`src/rtl/multicycle_controller.sv`:
```
`default_nettype none
// multicycle_controller: control FSM for the multicycle RV32I core.
// Sequences fetch/decode/execute/memory/writeback over a shared req/ready memory port with a wait watchdog.
module multicycle_controller #(
  parameter int TIMEOUT = 255
) (
  input  logic       clk,
  input  logic       reset,
  input  logic [6:0] op,
  input  logic [2:0] funct3,
  input  logic       Zero,
  input  logic       lt,
  input  logic       ltu,
  input  logic       mem_ready,
  output logic       mem_req,
  output logic       MemWrite,
  output logic       AdrSrc,
  output logic       IRWrite,
  output logic       PCWrite,
  output logic       RegWrite,
  output logic [1:0] ResultSrc,
  output logic [1:0] ALUSrcA,
  output logic [1:0] ALUSrcB,
  output logic [1:0] ALUOp,
  output logic [2:0] ImmSrc,
  output logic       illegal,
  output logic       bus_err,
  output logic [3:0] state
);

  localparam logic [6:0] OP_LOAD   = 7'b0000011;
  localparam logic [6:0] OP_STORE  = 7'b0100011;
  localparam logic [6:0] OP_R      = 7'b0110011;
  localparam logic [6:0] OP_I      = 7'b0010011;
  localparam logic [6:0] OP_BRANCH = 7'b1100011;
  localparam logic [6:0] OP_JAL    = 7'b1101111;
  localparam logic [6:0] OP_JALR   = 7'b1100111;
  localparam logic [6:0] OP_LUI    = 7'b0110111;
  localparam logic [6:0] OP_AUIPC  = 7'b0010111;

  localparam logic [7:0] TIMEOUT_CNT = 8'(TIMEOUT);
  localparam bit         WATCHDOG_ON = (TIMEOUT != 0);

  typedef enum logic [3:0] {
    S_FETCH    = 4'd0,
    S_DECODE   = 4'd1,
    S_MEMADR   = 4'd2,
    S_MEMREAD  = 4'd3,
    S_MEMWB    = 4'd4,
    S_MEMWRITE = 4'd5,
    S_EXECR    = 4'd6,
    S_ALUWB    = 4'd7,
    S_EXECI    = 4'd8,
    S_JAL      = 4'd9,
    S_BRANCH   = 4'd10,
    S_JALR     = 4'd11,
    S_UPPER    = 4'd12,
    S_TRAP     = 4'd13
  } state_t;

  state_t     cur_state;
  state_t     next_state;
  logic [7:0] wait_cnt;

  // Raw Moore/handshake strobes before reset gating
  logic req_m;
  logic memwrite_m;
  logic irwrite_m;
  logic pcwrite_m;
  logic regwrite_m;
  logic set_illegal;
  logic timeout_hit;
  logic take;
  logic bad_f3;

  always_comb begin
    take   = 1'b0;
    bad_f3 = 1'b0;
    case (funct3)
      3'b000:  take = Zero;
      3'b001:  take = !Zero;
      3'b100:  take = lt;
      3'b101:  take = !lt;
      3'b110:  take = ltu;
      3'b111:  take = !ltu;
      default: bad_f3 = 1'b1;
    endcase
  end

  always_comb begin
    case (op)
      OP_STORE:         ImmSrc = 3'b001;
      OP_BRANCH:        ImmSrc = 3'b010;
      OP_JAL:           ImmSrc = 3'b011;
      OP_LUI, OP_AUIPC: ImmSrc = 3'b100;
      default:          ImmSrc = 3'b000;
    endcase
  end

  always_comb begin
    next_state  = cur_state;
    req_m       = 1'b0;
    memwrite_m  = 1'b0;
    AdrSrc      = 1'b0;
    irwrite_m   = 1'b0;
    pcwrite_m   = 1'b0;
    regwrite_m  = 1'b0;
    ResultSrc   = 2'b00;
    ALUSrcA     = 2'b00;
    ALUSrcB     = 2'b00;
    ALUOp       = 2'b00;
    set_illegal = 1'b0;
    timeout_hit = 1'b0;

    case (cur_state)
      S_FETCH: begin
        req_m     = 1'b1;
        ALUSrcB   = 2'b10;
        ResultSrc = 2'b10;
        irwrite_m = mem_ready;
        pcwrite_m = mem_ready;
        if (mem_ready) next_state = S_DECODE;
      end
      S_DECODE: begin
        ALUSrcA = 2'b01;
        ALUSrcB = 2'b01;
        case (op)
          OP_LOAD, OP_STORE: next_state = S_MEMADR;
          OP_R:              next_state = S_EXECR;
          OP_I:              next_state = S_EXECI;
          OP_BRANCH:         next_state = S_BRANCH;
          OP_JAL:            next_state = S_JAL;
          OP_JALR:           next_state = S_JALR;
          OP_LUI, OP_AUIPC:  next_state = S_UPPER;
          default: begin
            next_state  = S_TRAP;
            set_illegal = 1'b1;
          end
        endcase
      end
      S_MEMADR: begin
        ALUSrcA    = 2'b10;
        ALUSrcB    = 2'b01;
        next_state = op[5] ? S_MEMWRITE : S_MEMREAD;
      end
      S_MEMREAD: begin
        req_m  = 1'b1;
        AdrSrc = 1'b1;
        if (mem_ready) next_state = S_MEMWB;
      end
      S_MEMWB: begin
        ResultSrc  = 2'b01;
        regwrite_m = 1'b1;
        next_state = S_FETCH;
      end
      S_MEMWRITE: begin
        req_m      = 1'b1;
        memwrite_m = 1'b1;
        AdrSrc     = 1'b1;
        if (mem_ready) next_state = S_FETCH;
      end
      S_EXECR: begin
        ALUSrcA    = 2'b10;
        ALUOp      = 2'b10;
        next_state = S_ALUWB;
      end
      S_EXECI: begin
        ALUSrcA    = 2'b10;
        ALUSrcB    = 2'b01;
        ALUOp      = 2'b10;
        next_state = S_ALUWB;
      end
      S_ALUWB: begin
        regwrite_m = 1'b1;
        next_state = S_FETCH;
      end
      S_BRANCH: begin
        ALUSrcA = 2'b10;
        ALUOp   = 2'b01;
        if (bad_f3) begin
          next_state  = S_TRAP;
          set_illegal = 1'b1;
        end else begin
          pcwrite_m  = take;
          next_state = S_FETCH;
        end
      end
      S_JALR: begin
        ALUSrcA    = 2'b10;
        ALUSrcB    = 2'b01;
        next_state = S_JAL;
      end
      S_JAL: begin
        pcwrite_m  = 1'b1;
        ALUSrcA    = 2'b01;
        ALUSrcB    = 2'b10;
        next_state = S_ALUWB;
      end
      S_UPPER: begin
        ALUSrcA    = op[5] ? 2'b11 : 2'b01;
        ALUSrcB    = 2'b01;
        next_state = S_ALUWB;
      end
      default: next_state = S_TRAP;
    endcase

    // Expiry only applies while still unanswered; a same-cycle mem_ready completes normally
    if (WATCHDOG_ON && req_m && !mem_ready && (wait_cnt == TIMEOUT_CNT)) begin
      timeout_hit = 1'b1;
      next_state  = S_TRAP;
      irwrite_m   = 1'b0;
      pcwrite_m   = 1'b0;
    end
  end

  always_ff @(posedge clk or negedge reset) begin
    if (!reset) begin
      cur_state <= S_FETCH;
      wait_cnt  <= 8'd0;
      illegal   <= 1'b0;
      bus_err   <= 1'b0;
    end else begin
      cur_state <= next_state;
      if (!req_m || mem_ready) begin
        wait_cnt <= 8'd0;
      end else if (wait_cnt != 8'hFF) begin
        wait_cnt <= wait_cnt + 8'd1;
      end
      if (set_illegal) illegal <= 1'b1;
      if (timeout_hit) bus_err <= 1'b1;
    end
  end

  // Reset is asynchronous, so strobes are gated directly to drop the bus mid-access
  assign mem_req  = req_m & reset;
  assign MemWrite = memwrite_m & reset;
  assign IRWrite  = irwrite_m & reset;
  assign PCWrite  = pcwrite_m & reset;
  assign RegWrite = regwrite_m & reset;
  assign state    = cur_state;

endmodule
`default_nettype wire

```
`config.mk`:
```
export PLATFORM = sky130hd
export DESIGN_NAME = multicycle_controller
export DESIGN_NICKNAME = d
export VERILOG_FILES = /design/src/rtl/multicycle_controller.sv
export SDC_FILE = /design/constraint.sdc
export NUM_CORES = 1
export LEC_CHECK = 0
export BUFFER_PORTS_ARGS = -buffer_cell sky130_fd_sc_hd__clkbuf_2
export CAP_MARGIN = 30
export CORE_MARGIN = 1
export CORE_UTILIZATION = 45
export DETAILED_ROUTE_END_ITERATION = 10
export PLACE_DENSITY = 0.71
export RECOVER_POWER = 25
export SLEW_MARGIN = 0
export SYNTH_ARGS = -nofsm -noshare
export SYNTH_HDL_FRONTEND = slang
export SYNTH_SLANG_ARGS = --single-unit
```
`constraint.sdc`:
```
create_clock -name clk -period 2.2 [get_ports clk]
set_input_delay 0.44 -clock clk [delete_from_list [all_inputs] [get_ports clk]]
set_output_delay 0.44 -clock clk [all_outputs]
set_load 0.1 [all_outputs]
```
# Yosys cells after proc, flatten, opt, wreduce, memory -nomap -nowiden
# Cells that the tools add are included.
dict set report op_classes {
  n_reduce_logical 25
  eq_ne 31
  n_mux 30
  n_bitwise 5
  add_sub_neg 1
}
# cell count
set op_table {}
lappend op_table {{$pmux W4 S9} 1}
lappend op_table {{$pmux W4 S7} 1}
lappend op_table {{$eq A7 B6 Y1 const B} 3}
lappend op_table {{$eq A7 B7 Y1 const B} 3}
lappend op_table {{$eq A4 B4 Y1 const B} 5}
lappend op_table {{$mux W4} 5}
lappend op_table {{$eq A4 B3 Y1 const B} 4}
lappend op_table {{$mux W8} 2}
lappend op_table {{$eq A7 B5 Y1 const B} 2}
lappend op_table {{$reduce_or A2 Y1} 7}
lappend op_table {{$eq A3 B3 Y1 const B} 4}
lappend op_table {{$pmux W2 S2} 3}
lappend op_table {{$pmux W3 S4} 1}
lappend op_table {{$mux W1} 11}
lappend op_table {{$reduce_or A5 Y1} 2}
lappend op_table {{$ne A3 B3 Y1 const B} 3}
lappend op_table {{$reduce_or A9 Y1} 1}
lappend op_table {{$add A8 B1 Y8 const B} 1}
lappend op_table {{$eq A4 B2 Y1 const B} 2}
lappend op_table {{$eq A8 B8 Y1 const B} 1}
lappend op_table {{$ne A8 B8 Y1 const B} 1}
lappend op_table {{$eq A7 B2 Y1 const B} 1}
lappend op_table {{$pmux W1 S6} 1}
lappend op_table {{$pmux W2 S3} 1}
lappend op_table {{17 further kinds} 26}
dict set report totals {
  regBits 14
  in_bits 16
  out_inout_bits 23
}

# Longest topological paths before layout
dict set report logic_depth {
  ltp_word 7
  depth_mapped 7
}

# Worst setup path after synthesis
# Ideal clock, no wire load.
dict set report synth_path {
  path_type {flip-flop to output port}
  startpoint {reg cur_state[0] (netlist: state[0])}
  endpoint {out IRWrite}
  stages_incl_launch_ff 4
  arrival_time_ps 5183
  n_path_buf 1
  path_slack_ps -3423
  path_cell_list {dfrtp_1 > clkbuf_1 > nor4_1 > and3_1}
}
dict set report synth_between {
  elab_chain_len 7
  elab_cells_between_ends 10
  classes_between {2 x eq/ne; 3 x mux; 1 x bitwise; 4 x reduce/logical}
}
# item line
set synth_rtl {}
lappend synth_rtl {{start, declared} 61} ;# state_t cur_state;
lappend synth_rtl {{start signal, assigned} 223} ;# cur_state <= next_state;
lappend synth_rtl {{$eq A4 B3 Y1 (tied with other cells)} 115} ;# case (cur_state)
lappend synth_rtl {{$reduce_or A3 Y1 (no line)} n/a}
lappend synth_rtl {{$mux W1} 115}
lappend synth_rtl {{$logic_and A1 B1 Y1 (2 in series)} 208} ;# if (WATCHDOG_ON && req_m && !mem_ready && (wait_cnt == TIMEOUT_CNT)) begin
lappend synth_rtl {{$mux W1 (*)} 208}
lappend synth_rtl {{$and A1 B1 Y1 (*)} 237} ;# assign IRWrite = irwrite_m & reset;
lappend synth_rtl {{end, declared} 18} ;# output logic IRWrite,
# Mark *: on every way between the ends. The rest lies on a longest branch, timed or not.

# Worst setup path after layout
dict set report layout_path {
  startpoint {reg cur_state[2] (netlist: state[2])}
  endpoint {out PCWrite}
}
dict set report layout_between {
  elab_chain_len 7
  elab_cells_between_ends 12
  classes_between {4 x eq/ne; 3 x mux; 1 x bitwise; 4 x reduce/logical}
}
# item line
set layout_rtl {}
lappend layout_rtl {{$eq A4 B3 Y1 (tied with other cells)} 115}
lappend layout_rtl {{$reduce_or A3 Y1 (no line)} n/a}
lappend layout_rtl {{$mux W1} 115}
lappend layout_rtl {{$logic_and A1 B1 Y1 (2 in series)} 208}
lappend layout_rtl {{$mux W1 (*)} 208}
lappend layout_rtl {{$and A1 B1 Y1 (*)} 238} ;# assign PCWrite = pcwrite_m & reset;
lappend layout_rtl {{end, declared} 19} ;# output logic PCWrite,
# Marked as above.

==> results_dict.tcl <==
set metrics [dict create \
    synth-edff-count 0 \
    rows 18 \
    syn_avg_cell_area_um2 7.363 \
    violations "negative setup slack" \
    clk_pin_slew_worst_paths_ps 100 \
    grt_max_degree 16 \
    grt.overflow.total 0 \
    routedWlPerCell_um 18.79 \
    layout-drive-gt1-share_pct 47.86 \
    grt_pass1_vias 1650 \
    drc 0 \
    placed_area_um2 1994 \
    vias 1655 \
    final.setup.worst_slack_ps -134.6 \
    clock-sinks 14 \
    clock_skew_ps 15.82 \
    fin_crit_ps 2335 \
    whs_ps 242.2 \
    drt_iter0_markers 113 \
    finalHoldViolCount 0 \
    crit_arrival_ps 1890 \
    status "finished with violations" \
    port-buffer-count 38 \
    fmax_mhz 428.3 \
    place.gp.congestion 0.9166 \
    die-area_um2 3047 \
    fill_cells 123 \
    numCtsBuffers 3 \
    worstSkewPairLatency_ps 300 \
    timing.max_cap.violations 0 \
    r2r_cells 7 \
    syn_inst 173 \
    die-width_um 55.20 \
    layout_commonest_cell "buf_4" \
    synth_cell_types 46 \
    cp-end-kind "output pin" \
    synth_fa_ha_area_share_pct 0.9823 \
    cts_tree "yes" \
    path_max_fanout 9 \
    synth-compound-area-share_pct 23.28 \
    syn-num-nets 190 \
    dieHeight_um 55.20 \
    cts_hold_buf 0 \
    netlist_area_um2 1274 \
    synth.area.top_cells "dfrtp_1 (28%), nor2_1 (6.5%), o21ai_0 (5.1%), a21oi_1 (4.7%), nand3_1 (3.9%)" \
    grt_antenna_before_repair 0 \
    io_pins 39 \
    fin_area_um2 2288 \
    viasPerCell 6.269 \
    timing.final.crit_share_pct 106.1 \
    routed_wl_um 4961 \
    cts_max_level 1 \
    root_buffer "clkbuf_4" \
    multi_input_area_um2 1101 \
    max-slew-margin-rel_pct 61.30 \
    final_cell_mix "buf_4 (22), clkbuf_2 (20), buf_12 (18)" \
    syn_to_final_growth_pct 79.67 \
    synth-async-reset-ratio_pct 100.0 \
    synth_top_area_cell "dfrtp_1" \
    synth_xor_area_share_pct 5.501 \
    hpwl_um 2963 \
    cp.required_ps 1760 \
    yosys_warnings 0 \
    start_util_pct 49.61 \
    rsz0062_at_grt "true" \
    synth_top_family_by_area "simple AND/OR/NAND/NOR gates" \
    nets 252 \
    cp-start-kind "flop" \
    synth-main-ff-cell "dfrtp_1" \
    postRouteAntennaNets 0 \
    synthMuxAreaShare_pct 2.358 \
    n_antenna_cell 0 \
    drv_slew 0 \
    yosys.area_share.simple_pct 34.58 \
    register_area_um2 365.4 \
    hold_class "in -> async" \
    dr.pass1.iters 5 \
    clk_path_buf_depth 2 \
    worst_slew_pin_slew_ps 580.5 \
    coreArea_um2 2567 \
    crit_type "reg -> out" \
    ys_ff_latch 14 \
    synth-seq-area-share_pct 27.50 \
    grt_pass1_wl_um 7631 \
    synth_top_area_share_pct 27.50 \
    grt.total_usage_pct 31.12 \
    setup_viol 3 \
]
## cell usage after synthesis, drive strengths merged, types with 3 or more instances
cell    instances
o21ai          13
and3            5
dfrtp          14
clkbuf          8
nor4            3
xor2            5
mux2i           3
nor3            8
nand2          13
buf             4
xnor2           3
a21oi          12
nor2b           8
nand2b          4
nor2           22
inv             5
a31oi           3
nand3          10
## stage by stage
stage,util (%),cells,setup WS [ps],TNS [ps]
global placement,77.68,244,-19.82,-19.82
global route,89.13,264,-196.3,-515.4
CTS,85.19,257,-59.36,-134.3
finish,89.13,264,-134.6,-216.7
floorplan,-,173,-780.5,-4536
detailed placement,77.68,244,-109.9,-109.9
## cells by family after synthesis
logic type               after synthesis
AND/OR/NAND/NOR                       84
AO/OA/AOI/OAI                         46
buffers and inverters                 17
flip-flops                            14
XOR/XNOR                               8
multiplexers                           3
adder cells (fa/ha/maj)                1
## repair_timing
item,in CTS,in global routing
cloned,1,0
pin swaps,9,7
resized for setup,17,15
setup buffers,9,7
endpoints found under the setup margin,7,11
## critical path, stage by stage, from the launching register on
cell        delay [ps]
dfrtp_4            510
buf_6              170
clkinvlp_4         140
nand2_1            120
a2111oi_4          420
buf_12             220
## sequential cells by signal, indices dropped and copies added, names as in the netlist
register  flops
bus_err       1
state         4
wait_cnt      8
illegal       1
## cell type report
class	count	share of cell area, %
inverters	5	0.9841
repair buffers	69	31.71
well taps	30	1.640
multi-input cells	142	48.11
flip-flops and latches	14	15.97
clock buffers	4	1.586
## final timing paths
path	startpoint	to	slack (ps)
hold / removal	reset	state[3]	240
hold reg to reg	illegal	illegal	480
setup / recovery	state[2]	PCWrite	-130
max in group asynchronous	reset	wait_cnt[1]	1500
min in group clk	illegal	illegal	480
setup reg to reg	wait_cnt[1]	state[1]	250
## metal layers
| metal | up-vias | share of wire, % | track usage, % |
|---|---|---|---|
| met4 | 0 | 2.2 | 10.36 |
| li1 | 747 | - | - |
| met2 | 115 | 51 | 53.36 |
| met1 | 773 | 37 | 36.35 |
| met5 | - | 0 | 0 |
| met3 | 20 | 10 | 10.30 |
Power is left out: the tool's default activity adds up to more than one toggle a clock period on the data nets, which glitch-free logic cannot reach.
